File: config.mk
export PLATFORM = sky130hd
export DESIGN_NAME = rc4_key_dispatcher
export DESIGN_NICKNAME = d
export VERILOG_FILES = /design/src/rtl/rc4_search_pkg.sv /design/src/rtl/rr_arbiter.sv /design/src/rtl/rc4_key_dispatcher.sv
export SDC_FILE = /design/constraint.sdc
export NUM_CORES = 1
export LEC_CHECK = 0
export CAP_MARGIN = 20
export CORE_MARGIN = 3
export CORE_UTILIZATION = 30
export DETAILED_ROUTE_END_ITERATION = 16
export SLEW_MARGIN = 20
export SYNTH_ARGS = -nofsm -noshare
export SYNTH_HDL_FRONTEND = slang
export SYNTH_SLANG_ARGS = --single-unit
File: constraint.sdc
create_clock -name clk -period 4.9 [get_ports clk]
set_input_delay 0.98 -clock clk [delete_from_list [all_inputs] [get_ports clk]]
set_output_delay 0.98 -clock clk [all_outputs]
set_load 0.01 [all_outputs]
File: src/rtl/rc4_search_pkg.sv
// rtl/rc4_search_pkg.sv - shared types and constants for the RC4 key-search dispatcher
//
// Purpose: FSM state encoding, default search geometry and the key type used by
//          rc4_key_dispatcher and its round-robin arbiter.
// Ports:   none (package).

package rc4_search_pkg;

  typedef enum logic [2:0] {
    IDLE,
    DISPATCH,
    DRAIN,
    FOUND,
    EXHAUSTED
  } dispatch_state_t;

  // Default geometry; the dispatcher overrides these through its own parameters.
  localparam int KEY_WIDTH_DEFAULT = 24;
  localparam int CHUNK_LOG_DEFAULT = 12;
  localparam int CHUNK_SIZE        = 1 << CHUNK_LOG_DEFAULT;

  typedef logic [KEY_WIDTH_DEFAULT-1:0] key_t;

endpackage

File: src/rtl/rr_arbiter.sv
// rtl/rr_arbiter.sv - round-robin arbiter granting at most one requester per cycle
//
// Purpose: picks the first asserted request at or after the rotating pointer.
//          On advance the pointer moves to winner+1, wrapping at N.
// Ports:
//   clk        in   1        clock
//   rst        in   1        async active-high reset; pointer returns to 0
//   req        in   N        request vector
//   advance    in   1        grant was consumed; rotate pointer past the winner
//   grant      out  N        one-hot grant (all zero when no request)
//   grant_idx  out  IDX_W    index of the granted requester

module rr_arbiter #(
  parameter  int N     = 8,
  localparam int IDX_W = (N > 1) ? $clog2(N) : 1
) (
  input  logic             clk,
  input  logic             rst,
  input  logic [N-1:0]     req,
  input  logic             advance,
  output logic [N-1:0]     grant,
  output logic [IDX_W-1:0] grant_idx
);

  logic [IDX_W-1:0] ptr;

  // Walk the rotation from the far end back to the pointer so the requester
  // closest to the pointer is the last one written and therefore wins.
  always_comb begin
    int j;
    grant_idx = '0;
    for (int k = N - 1; k >= 0; k--) begin
      j = int'(ptr) + k;
      if (j >= N) j = j - N;
      if (req[j]) grant_idx = IDX_W'(j);
    end
    grant = (|req) ? (N'(1) << grant_idx) : '0;
  end

  always_ff @(posedge clk or posedge rst) begin
    if (rst) begin
      ptr <= '0;
    end else if (advance) begin
      ptr <= (grant_idx == IDX_W'(N - 1)) ? '0 : grant_idx + 1'b1;
    end
  end

endmodule

File: src/rtl/rc4_key_dispatcher.sv
// rtl/rc4_key_dispatcher.sv - dynamic chunk dispatcher for a multicore RC4 key search
//
// Purpose: hands keys 0..KEY_MAX out in 2^CHUNK_LOG-key chunks to whichever core
//          is idle, latches the first winning key/core and broadcasts a kill.
// Optional: define KEY_DISPATCH_PERF_EN to build the busy-cycle and chunk counters;
//           without it perf_cycles and perf_chunks are constant 0.
// Ports:
//   clk, reset            clock; async active-high reset
//   start, abort          one-cycle command pulses
//   core_ready            per-core idle/request level
//   core_hit              per-core hit pulse
//   core_hit_key          per-core tested key, packed core 0 in the low bits
//   core_load             one-hot chunk assignment pulse
//   core_key_lower/upper  chunk bounds, valid with core_load
//   core_kill             one-cycle kill broadcast
//   busy                  DISPATCH or DRAIN
//   found, found_key, found_core   sticky search result
//   exhausted             sticky; space searched with no hit
//   perf_cycles, perf_chunks       optional counters

module rc4_key_dispatcher
  import rc4_search_pkg::*;
#(
  parameter  int                   NUM_CORES = 8,
  parameter  int                   KEY_WIDTH = 24,
  parameter  int                   CHUNK_LOG = 12,
  parameter  logic [KEY_WIDTH-1:0] KEY_MAX   = 24'h3FFFFF,
  localparam int                   IDX_W     = (NUM_CORES > 1) ? $clog2(NUM_CORES) : 1
) (
  input  logic                           clk,
  input  logic                           reset,
  input  logic                           start,
  input  logic                           abort,
  input  logic [NUM_CORES-1:0]           core_ready,
  input  logic [NUM_CORES-1:0]           core_hit,
  input  logic [NUM_CORES*KEY_WIDTH-1:0] core_hit_key,
  output logic [NUM_CORES-1:0]           core_load,
  output logic [KEY_WIDTH-1:0]           core_key_lower,
  output logic [KEY_WIDTH-1:0]           core_key_upper,
  output logic                           core_kill,
  output logic                           busy,
  output logic                           found,
  output logic [KEY_WIDTH-1:0]           found_key,
  output logic [IDX_W-1:0]               found_core,
  output logic                           exhausted,
  output logic [31:0]                    perf_cycles,
  output logic [KEY_WIDTH-1:0]           perf_chunks
);

  // base carries one extra bit so stepping past 2^KEY_WIDTH-1 is seen as
  // "beyond KEY_MAX" instead of wrapping back to key 0.
  localparam logic [KEY_WIDTH:0] CHUNK_SPAN = (KEY_WIDTH + 1)'(1) << CHUNK_LOG;
  localparam logic [KEY_WIDTH:0] CHUNK_LAST = CHUNK_SPAN - (KEY_WIDTH + 1)'(1);
  localparam logic [KEY_WIDTH:0] LIMIT      = {1'b0, KEY_MAX};

  dispatch_state_t        state;
  logic [KEY_WIDTH:0]     base;
  logic [KEY_WIDTH:0]     base_next;
  logic [KEY_WIDTH:0]     chunk_end;
  logic [NUM_CORES-1:0]   loaded;
  logic [NUM_CORES-1:0]   req;
  logic [NUM_CORES-1:0]   grant;
  logic [IDX_W-1:0]       grant_idx;
  logic [IDX_W-1:0]       hit_idx;
  logic                   any_hit;
  logic                   active;
  logic                   pick;

  assign active    = (state == DISPATCH) || (state == DRAIN);
  assign busy      = active;
  assign any_hit   = |core_hit;
  assign base_next = base + CHUNK_SPAN;
  assign chunk_end = base + CHUNK_LAST;

  // A hit or abort owns the cycle, so the arbiter sees no requests then.
  assign req  = (state == DISPATCH && !any_hit && !abort) ? (core_ready & ~loaded) : '0;
  assign pick = |grant;

  // Lowest-index hitter wins a simultaneous hit.
  always_comb begin
    hit_idx = '0;
    for (int i = NUM_CORES - 1; i >= 0; i--) begin
      if (core_hit[i]) hit_idx = IDX_W'(i);
    end
  end

  rr_arbiter #(
    .N (NUM_CORES)
  ) u_arbiter (
    .clk       (clk),
    .rst       (reset),
    .req       (req),
    .advance   (pick),
    .grant     (grant),
    .grant_idx (grant_idx)
  );

  always_ff @(posedge clk or posedge reset) begin
    if (reset) begin
      state          <= IDLE;
      base           <= '0;
      loaded         <= '0;
      core_load      <= '0;
      core_key_lower <= '0;
      core_key_upper <= '0;
      core_kill      <= 1'b0;
      found          <= 1'b0;
      found_key      <= '0;
      found_core     <= '0;
      exhausted      <= 1'b0;
    end else begin
      core_load <= '0;
      core_kill <= 1'b0;
      // A core forgets its chunk mark as soon as it releases ready.
      loaded    <= loaded & core_ready;

      case (state)
        IDLE, FOUND, EXHAUSTED: begin
          if (start) begin
            found     <= 1'b0;
            exhausted <= 1'b0;
            base      <= '0;
            state     <= DISPATCH;
          end
        end

        DISPATCH, DRAIN: begin
          if (any_hit) begin
            found      <= 1'b1;
            found_key  <= core_hit_key[int'(hit_idx)*KEY_WIDTH +: KEY_WIDTH];
            found_core <= hit_idx;
            core_kill  <= 1'b1;
            state      <= FOUND;
          end else if (abort) begin
            core_kill <= 1'b1;
            state     <= IDLE;
          end else if (state == DISPATCH) begin
            if (pick) begin
              core_load      <= grant;
              loaded         <= (loaded & core_ready) | grant;
              core_key_lower <= base[KEY_WIDTH-1:0];
              core_key_upper <= (chunk_end > LIMIT) ? KEY_MAX : chunk_end[KEY_WIDTH-1:0];
              base           <= base_next;
              if (base_next > LIMIT) state <= DRAIN;
            end
          end else if (&(core_ready & ~loaded)) begin
            // Every core is idle and holds no chunk: the space is done.
            exhausted <= 1'b1;
            state     <= EXHAUSTED;
          end
        end

        default: state <= IDLE;
      endcase
    end
  end

`ifdef KEY_DISPATCH_PERF_EN
  always_ff @(posedge clk or posedge reset) begin
    if (reset) begin
      perf_cycles <= '0;
      perf_chunks <= '0;
    end else if (start && !active) begin
      perf_cycles <= '0;
      perf_chunks <= '0;
    end else begin
      if (active && perf_cycles != 32'hFFFF_FFFF) perf_cycles <= perf_cycles + 32'd1;
      if (pick) perf_chunks <= perf_chunks + 1'b1;
    end
  end
`else
  assign perf_cycles = '0;
  assign perf_chunks = '0;
`endif

endmodule

After elaboration in Yosys (flattened, before gate mapping)
Cells that the tools add are included.
{"block": "word_totals", "register_bits": 125, "inputBits": 212, "out_inout_bits": 143, "elab_cells": 179}
{"block": "op_classes", "add_sub_neg": 18, "n_mul": 1, "n_lt_le_gt_ge": 18, "n_eq_ne": 16, "shifts": 2, "mux": 87, "bitwise": 6, "reduce_logical": 19}
{"cell": "32-bit by 5-bit < comparator with 1-bit output, second input constant", "count": 8}
{"cell": "32-bit 2-to-1 mux", "count": 8}
{"cell": "32-bit by 5-bit >= comparator with 1-bit output, second input constant", "count": 7}
{"cell": "32-bit by 5-bit subtractor with 32-bit output, second input constant", "count": 7}
{"cell": "192-bit by 9-bit variable part select with 24-bit output", "count": 1}
{"cell": "25-bit 2-to-1 mux", "count": 5}
{"cell": "8-bit 2-to-1 mux", "count": 12}
{"cell": "3-bit 2-to-1 mux", "count": 24}
{"cell": "25-bit by 22-bit greater-than comparator with 1-bit output, second input constant", "count": 2}
{"cell": "25-bit case mux with 2 select lines", "count": 1}
{"cell": "25-bit by 12-bit adder with 25-bit output, second input constant", "count": 1}
{"cell": "25-bit by 13-bit adder with 25-bit output, second input constant", "count": 1}
{"cell": "1-bit 2-to-1 mux", "count": 25}
{"cell": "1-bit binary-select mux with 3-bit select", "count": 8}
{"cell": "24-bit 2-to-1 mux", "count": 1}
{"cell": "8-bit OR reduction", "count": 3}
{"cell": "3-bit by 3-bit adder with 4-bit output, second input constant", "count": 4}
{"cell": "8-bit AND", "count": 2}
{"cell": "2-bit inequality test, second input constant", "count": 8}
{"cell": "5-bit inequality test, second input constant", "count": 3}
{"cell": "6-bit AND reduction", "count": 2}
{"cell": "3-bit by 2-bit adder with 4-bit output, second input constant", "count": 2}
{"cell": "8-bit NOT", "count": 1}
{"cell": "8-bit OR", "count": 1}
{"cell": "other kinds (24)", "count": 30}

Depth between registers and ports, before layout
Gate-level depths: netlist of run 1.
{"block": "logic_depth", "ltp_word": 24, "mapped_depth": 19, "ltp_nobuf": 16}

Hierarchy
From an unflattened synthesis of run 1, not the netlist that was laid out.
{"block": "unflattened", "cells_unflattened": 733, "hier_area_um2": 6880.3}
{"mod": "rc4_key_dispatcher", "instances": 1, "cells_each": 595, "area_per_inst_um2": 5744.3, "seq_area_each_um2": 2177.1}
{"mod": "rr_arbiter", "instances": 1, "cells_each": 138, "area_per_inst_um2": 1136.1, "seq_area_each_um2": 75.1}

Worst setup path after synthesis of run 1
OpenSTA, ideal clock, no wires.
{"block": "synth_timing", "kind": "register -> register", "from": "register u_arbiter.ptr[0]", "to": "register base[19]", "setup_time_ns": 0.079, "t_arrival_ns": 4.364, "required_ns": 4.821, "slack_ns": 0.457, "path_stages_with_launch": 20, "path_buffers": 3, "period_less_slack_ns": 4.443, "path_cell_list": "dfrtp_1 > buf_2 > buf_4 > inv_1 > ha_1 > buf_2 > nor4b_1 > o41ai_1 > and2_1 > a311o_1 > a21o_1 > o211ai_1 > and2_1 > ha_1 > nor4_1 > a211o_1 > a21oi_4 > o2111ai_2 > or3_1 > a21oi_1"}
{"block": "synth_via", "elab_chain_len": 19, "elab_cells_between_ends": 68, "classes_between": "add/sub: 15; order compare: 8; eq/ne: 1; shift: 1; mux: 41; reduce/logical: 2"}
{"element": "start: declaration", "line_no": "rr_arbiter.sv:25", "text": "logic [IDX_W-1:0] ptr;"}
{"element": "start signal: assignment", "line_no": "rr_arbiter.sv:44", "text": "ptr <= (grant_idx == IDX_W'(N - 1)) ? '0 : grant_idx + 1'b1;"}
{"element": "3-bit by 3-bit adder with 4-bit output", "line_no": "rr_arbiter.sv:33", "text": "j = int'(ptr) + k;"}
{"element": "32-bit by 5-bit subtractor with 32-bit output / 32-bit by 5-bit >= comparator with 1-bit output (equally long branches)", "line_no": "rr_arbiter.sv:34", "text": "if (j >= N) j = j - N;"}
{"element": "32-bit 2-to-1 mux", "line_no": "rr_arbiter.sv:34"}
{"element": "1-bit binary-select mux with 3-bit select", "line_no": "rr_arbiter.sv:35", "text": "if (req[j]) grant_idx = IDX_W'(j);"}
{"element": "1-bit 2-to-1 mux (not written as such) (2 in series)", "line_no": "rr_arbiter.sv:35"}
{"element": "3-bit 2-to-1 mux (7 in series)", "line_no": "rr_arbiter.sv:35"}
{"element": "3-bit 2-to-1 mux (*)", "line_no": "rr_arbiter.sv:35"}
{"element": "1-bit by 3-bit << shifter with 8-bit output (*)", "line_no": "rr_arbiter.sv:37", "text": "grant = (|req) ? (N'(1) << grant_idx) : '0;"}
{"element": "8-bit 2-to-1 mux (*)", "line_no": "rr_arbiter.sv:37"}
{"element": "8-bit OR reduction (*)", "line_no": "rc4_key_dispatcher.sv:77", "text": "assign pick = |grant;"}
{"element": "2-bit inequality test (no source line) (*)"}
{"element": "6-bit AND reduction (no source line) (*)"}
{"element": "end signal: assignment", "line_no": "rc4_key_dispatcher.sv:143", "text": "base <= base_next;"}
{"element": "end: declaration", "line_no": "rc4_key_dispatcher.sv:57", "text": "logic [KEY_WIDTH:0] base;"}
Every way passes the cells marked *; elsewhere a longest branch is shown, timed or not. The select of a mux whose other input is x is not followed.
A chain may end at the register's enable or synchronous reset.

Worst setup path in the final report of run 1
{"block": "layout_timing", "from": "input core_ready[0]", "to": "register base[19]"}
{"block": "layout_via", "elab_chain_len": 18, "elab_cells_between_ends": 40, "classes_between": "eq/ne: 1; shift: 1; mux: 34; bitwise: 1; reduce/logical: 3"}
{"element": "start: declaration", "line_no": "rc4_key_dispatcher.sv:34", "text": "input logic [NUM_CORES-1:0] core_ready,"}
{"element": "8-bit AND (*)", "line_no": "rc4_key_dispatcher.sv:76", "text": "assign req = (state == DISPATCH && !any_hit && !abort) ? (core_ready & ~loaded) : '0;"}
{"element": "8-bit 2-to-1 mux (*)", "line_no": "rc4_key_dispatcher.sv:76"}
{"element": "1-bit binary-select mux with 3-bit select", "line_no": "rr_arbiter.sv:35"}
{"element": "1-bit 2-to-1 mux (not written as such) (2 in series)", "line_no": "rr_arbiter.sv:35"}
{"element": "3-bit 2-to-1 mux (8 in series)", "line_no": "rr_arbiter.sv:35"}
{"element": "1-bit by 3-bit << shifter with 8-bit output", "line_no": "rr_arbiter.sv:37"}
{"element": "8-bit 2-to-1 mux (*)", "line_no": "rr_arbiter.sv:37"}
{"element": "8-bit OR reduction (*)", "line_no": "rc4_key_dispatcher.sv:77"}
{"element": "2-bit inequality test (no source line) (*)"}
{"element": "6-bit AND reduction (no source line) (*)"}
Marked as above.

==> reports/metrics.cfg, run 1 <==
[timing]
whs_ns = 0.4632
fin_setup_tns_ns = 0
min_period_over_period_pct = 94.65
worst_pin_slew_ns = 1.089
final.setup.worst_slack_ns = 0.2624
finClkSkew_ns = 0.008852
setup_viol = 0
fin_crit_ns = 4.638
fmax_mhz = 215.6
hold_violations = 0
drv_slew = 0
slew_headroom_pct = 27.31

[synth]
async_flop_share_pct = 100.0
syn_area_sq_mm = 0.006864
synth_top_area_share_pct = 32.81
ys.flop_type = dfrtp_1
synth-edff-count = 0
yosysSeqAreaShare_pct = 32.81
synth-seq-cells = 90
synth_area_leaders = dfrtp_1 33%, mux4_2 17%, buf_4 8.7%
yosysMostFrequentCell = nand2_1
yosysWarnings = 0
yosys.area.top_type = dfrtp_1
synthCells = 683
ys_top_cells_by_count = 109 x nand2_1, 90 x dfrtp_1, 80 x buf_4, 51 x mux4_2, 30 x nor2_1
syn_avg_cell_area_sq_um = 10.05
synth_cell_types = 76

[finish]
nFillCells = 2143
fin_area_sq_mm = 0.01045
instances_no_fill = 1280
layout.nets = 1214
multi_input_area_sq_mm = 0.004103
layout-drive-gt1-share_pct = 15.72
areaGrowthSynthToFinish_pct = 52.26
regArea_sq_mm = 0.002252
final_util_pct = 47.16

[pwr]
seq_power_share_pct = 31.6
p_leak_nw = 4.407
p_total_mw = 3.086
switching_power_mw = 1.054
powerDensity_mw_per_mm2 = 295.2
swShare_pct = 34.17
intPower_mw = 2.031
p_comb_share_pct = 42.4
irDropWorstVdd_v = 0.0001604
p_clk_share_pct = 26.0

[global_routing]
grt_max_degree = 67
grt_overflow_total = 0
grt_pass1_vias = 6363
antenna_found_initial = 1
track_usage_pct = 18.72
grt_pass1_wl_mm = 35.71

[setup_path]
arrival_ns = 4.90
critPathMaxFanout = 8
worst-setup-path-type = in -> reg
worstSetupEndpointType = register
required_ns = 5.16
start_kind = primary input

[placement]
numPlacedInstances = 1263
place_hpwl_mm = 19.55
placed_area_sq_mm = 0.01008
portBuffers = 286
gp_congestion = 0.9116
pre_cts_ws_ns = -0.1790

[route]
dr_wl_met2_mm = 12.69
drt_iter0_markers = 372
via_count = 6365
dr_wl_met3_mm = 1.775
routedWlPerCell_um = 18.91
totalWireLength_mm = 24.20
met1_length_mm = 9.301
maxUsedRoutingLayer = met4
via_per_inst = 4.973
drc = 0
dr.pass1.iters = 5
ant_nets = 0

[hold_path]
hold_path.class = reg -> reg

[run_status]
status = completed

[clocking]
postCtsSetupRepairBufs = 0
h-tree-depth = 3
path_clk_slew_ns = 0.07
clock_path_buffers = 2
insertion_delay_ns = 0.35
cts_buffers = 9
clockRootBuffer = clkbuf_16
cts.sinks = 90
cts_tree = yes

[floorplan]
rows = 54
core_area_sq_mm = 0.02216
ioPinCount = 355
die_area_sq_mm = 0.02473
die_h_um = 157.3
die_w_um = 157.3
initial_core_util_pct = 30.97

[flow_run]
drv_cap = 0

## worst max-delay path, stage by stage
cell and delay, ns:
clkdlybuf4s50_1 0.46, nor4bb_1 0.16, buf_4 0.17, o41ai_1 0.51, a21oi_1 0.17, or3_1 0.33, nor3_1 0.24, nor4_2 0.09
buf_4 0.15, inv_1 0.08, ha_1 0.20, nor4_2 0.07, a211o_1 0.35, a21oi_4 0.25, o2111ai_2 0.16, or3_1 0.38
a21oi_1 0.15
## placed cells by master (no fill, tap or decap), types with 9 or more instances in the layout
| cell type | count |
|---|---|
| clkbuf_16 | 9 |
| o211ai_1 | 9 |
| a22oi_1 | 25 |
| o22a_1 | 9 |
| nor2b_1 | 12 |
| nand2_1 | 108 |
| dfrtp_1 | 90 |
| conb_1 | 68 |
| mux4_2 | 51 |
| inv_1 | 14 |
| nor3_1 | 9 |
| nor2_1 | 29 |
| a21oi_1 | 18 |
| clkdlybuf4s50_1 | 286 |
| o21ai_0 | 25 |
| xor2_1 | 9 |
| buf_4 | 61 |
## cells by family (layout without fill, tap and decap cells)
group           Yosys count  after routing  synth area share [%]
xor+xnor                 11             11                 1.404
buf+inv                 130            379                 11.83
simple gates            245            245                 19.72
fa+ha+maj                 8              8                 1.458
other cells               1             69               0.05463
mux                      55             55                 17.35
flops                    90             90                 32.81
compound gates          143            143                 15.37
## power by group through the flow
stage,Combinational [mW],Sequential [mW],Clock [mW]
CTS,1.33,0.977,0.822
detailed placement,1.33,0.992,0
global placement,1.32,0.986,0
finish,1.31,0.975,0.801
floorplan,0.640,1.02,0
global route,1.43,0.995,0.850
## final timing paths
check / start / endpoint / slack, ns / depth (start not counted)
max: core_ready[0] / base[19] / 0.26 / 17
min: found_key[7] / found_key[7] / 0.46 / 2
max reg2reg: u_arbiter.ptr[0] / base[19] / 0.32 / 18
min reg2reg: found_key[7] / found_key[7] / 0.46 / 2
max in group asynchronous: reset / found_key[9] / 2.85 / 3
min in group asynchronous: reset / found_key[1] / 1.14 / 2
## flip-flops by register name, summed over array words and instances (netlist names)
name            cells
base               13
core_key_lower     12
core_key_upper     13
core_kill           1
core_load           8
exhausted           1
found               1
found_core          3
found_key          24
loaded              8
state               3
u_arbiter.ptr       3
## metal layers
layer  global-route usage (%)  up-vias
li1                         -     3039
met1                    22.87     3062
met2                    33.05      244
met3                    4.619       20
met4                    4.959        0
met5                        0        -
## timing repair
action | in CTS | in global routing
resized for setup | 0 | 4
hold buffers | 0 | 0
setup endpoints to repair | 0 | 18
## final cells by class
class	count	area share [%]
inverter	15	0.5627
clock inverter	6	1.006
clock buffer	10	2.287
timing repair buffer	348	31.96
tap	280	3.352
multi-input combinational	530	39.26
antenna	1	0.02394
sequential	90	21.55
Note: power is estimated with default switching activity, not from simulation.
==> inputs of run 2 (changes only) <==
Settings changed: CORE_UTILIZATION 30 to 25, GPL_ROUTABILITY_DRIVEN set to 0.
==> run 2 against run 1 <==
Die area increased by 19%. Global-route usage decreased by 2.8 points. Sequential power about the same. Utilization decreased by 7.8 points.
==> reports/metrics.cfg, run 2 (synthesis results as in run 1) <==
[timing]
fmax_mhz = 212.2
hold_violations = 0
drv_slew = 0
finClkSkew_ns = 0.01176
fin_setup_tns_ns = 0
worst_pin_slew_ns = 0.9397
fin_crit_ns = 4.713
slew_headroom_pct = 36.78
setup_viol = 0
whs_ns = 0.4656
min_period_over_period_pct = 96.18

[clocking]
path_clk_slew_ns = 0.07
clock_path_buffers = 2
cts_hold_buf = 0
cts_buffers = 9
h-tree-depth = 3
insertion_delay_ns = 0.35
cts_tree = yes
cts.sinks = 90
clockRootBuffer = clkbuf_16

[setup_path]
required_ns = 5.17
crit_family = compound AO/OA/AOI/OAI gates
worst-setup-path-type = in -> reg
start_kind = primary input
regToRegSetupSlack_ns = 0.32
arrival_ns = 4.98
worstSetupEndpointType = register
critPathMaxStageDelay_ns = 0.52
r2r-start = u_arbiter.ptr[1]
slowest_stage = mux4_2
path_cells = clkdlybuf4s50_1, buf_4, nor2b_1, mux4_2, a21oi_1, nand2b_1, nor2_1, a221oi_1, and2_1, ha_1, nor4_2, buf_4, a211o_4, a21oi_4, o2111ai_2, or3_1, a21oi_1
reg2reg_to = base[19]
critPathMaxFanout = 8
path_buf_inv = 3
rr_worst_depth = 19

[finish]
layout-drive-gt1-share_pct = 17.38
top_regs = found_key x24, base x13, core_key_upper x13
layout_commonest_cell = clkdlybuf4s50_1
layout.nets = 1222
largest_register_ffs = 24
insertedDiodeCount = 0
layout_common_cells = 285 x clkdlybuf4s50_1, 108 x nand2_1, 90 x dfrtp_1
final_util_pct = 39.37
fin_area_sq_mm = 0.01061
areaGrowthSynthToFinish_pct = 54.58
instances_no_fill = 1348
regMostFlops = found_key

[route]
drc = 0
dr.pass1.iters = 5
routedWlPerCell_um = 18.19
drt_iter0_markers = 448
via_count = 6471
totalWireLength_mm = 24.52
via_per_inst = 4.800
ant_nets = 0

[hold_path]
worstHoldStart = found_key[23]
min_path_cells = 2
hold_path.class = reg -> reg
worstHoldEndpoint = found_key[23]

[floorplan]
ioPinCount = 355
core_area_sq_mm = 0.02695
rows = 60
die_w_um = 171.7
die_h_um = 171.7
initial_core_util_pct = 25.47
die_area_sq_mm = 0.02948

[global_routing]
grt_overflow_total = 0
grt_max_degree = 67
track_usage_pct = 15.92
grt_pass1_vias = 6432
grt_pass1_wl_mm = 36.40
antenna_found_initial = 0

[pwr]
switching_power_mw = 1.077
seq_power_share_pct = 32.6
p_comb_share_pct = 44.2
swShare_pct = 35.89
irDropWorstVdd_v = 0.0001722
p_clk_share_pct = 23.2
p_leak_nw = 4.454
intPower_mw = 1.924
powerDensity_mw_per_mm2 = 282.8

[placement]
place_hpwl_mm = 19.70
portBuffers = 286
placed_area_sq_mm = 0.01023
numPlacedInstances = 1332

[flow_run]
drv_cap = 0

[run_status]
status = completed

run 2: timing repair:
action / 4_1_cts / 5_1_grt
setup endpoints to repair: 0 / 16
setup buffers: 0 / 0
resized for setup: 0 / 14
run 2: stage by stage:
stage               total power, mW  setup slack (ns)
CTS                           3.048            0.1831
finish                        3.001            0.1871
floorplan                     1.664            0.4570
detailed placement            2.331           -0.1466
global placement              2.318           -0.1053
global route                  3.189         -0.003167
run 2: how the worst max path moves through the flow:
stage,startpoint,to,depth (start not counted)
after floorplan,u_arbiter.ptr[0],base[19],19
after global placement,core_ready[4],state[2],17
after detailed placement,core_ready[4],state[2],17
after CTS,u_arbiter.ptr[1],base[16],19
after global routing,core_ready[5],base[19],16
final,core_ready[7],base[19],17
run 2: power by group through the flow:
stage	Sequential, mW	Combinational, mW	Clock [mW]
floorplan	1.02	0.640	0
global placement	0.986	1.33	0
detailed placement	0.994	1.34	0
CTS	0.979	1.34	0.726
global route	0.999	1.44	0.748
finish	0.977	1.33	0.696
run 2: metal layers:
layer	GRT usage, %	vias to the layer above	share of wire [%]
met5	0	-	0
met4	2.974	0	1.3
met3	4.367	19	7.2
met2	29.21	257	54
met1	18.71	3145	38
li1	-	3050	-
run 2: worst min-delay path, cell delays in order (launching register included):
cell     delay [ns]
dfrtp_1        0.34
nand2_1        0.05
nand2_1        0.05
run 2: final cells by class:
class                           count  area [sq um]
Multi-Input combinational cell    530          4163
Sequential cell                    90          2252
Clock buffer                        9         225.2
Clock inverter                      7         68.82
Fill cell                        2677         16340
Timing Repair Buffer              356          3416
Inverter                           15         58.81
Tap cell                          341         426.7
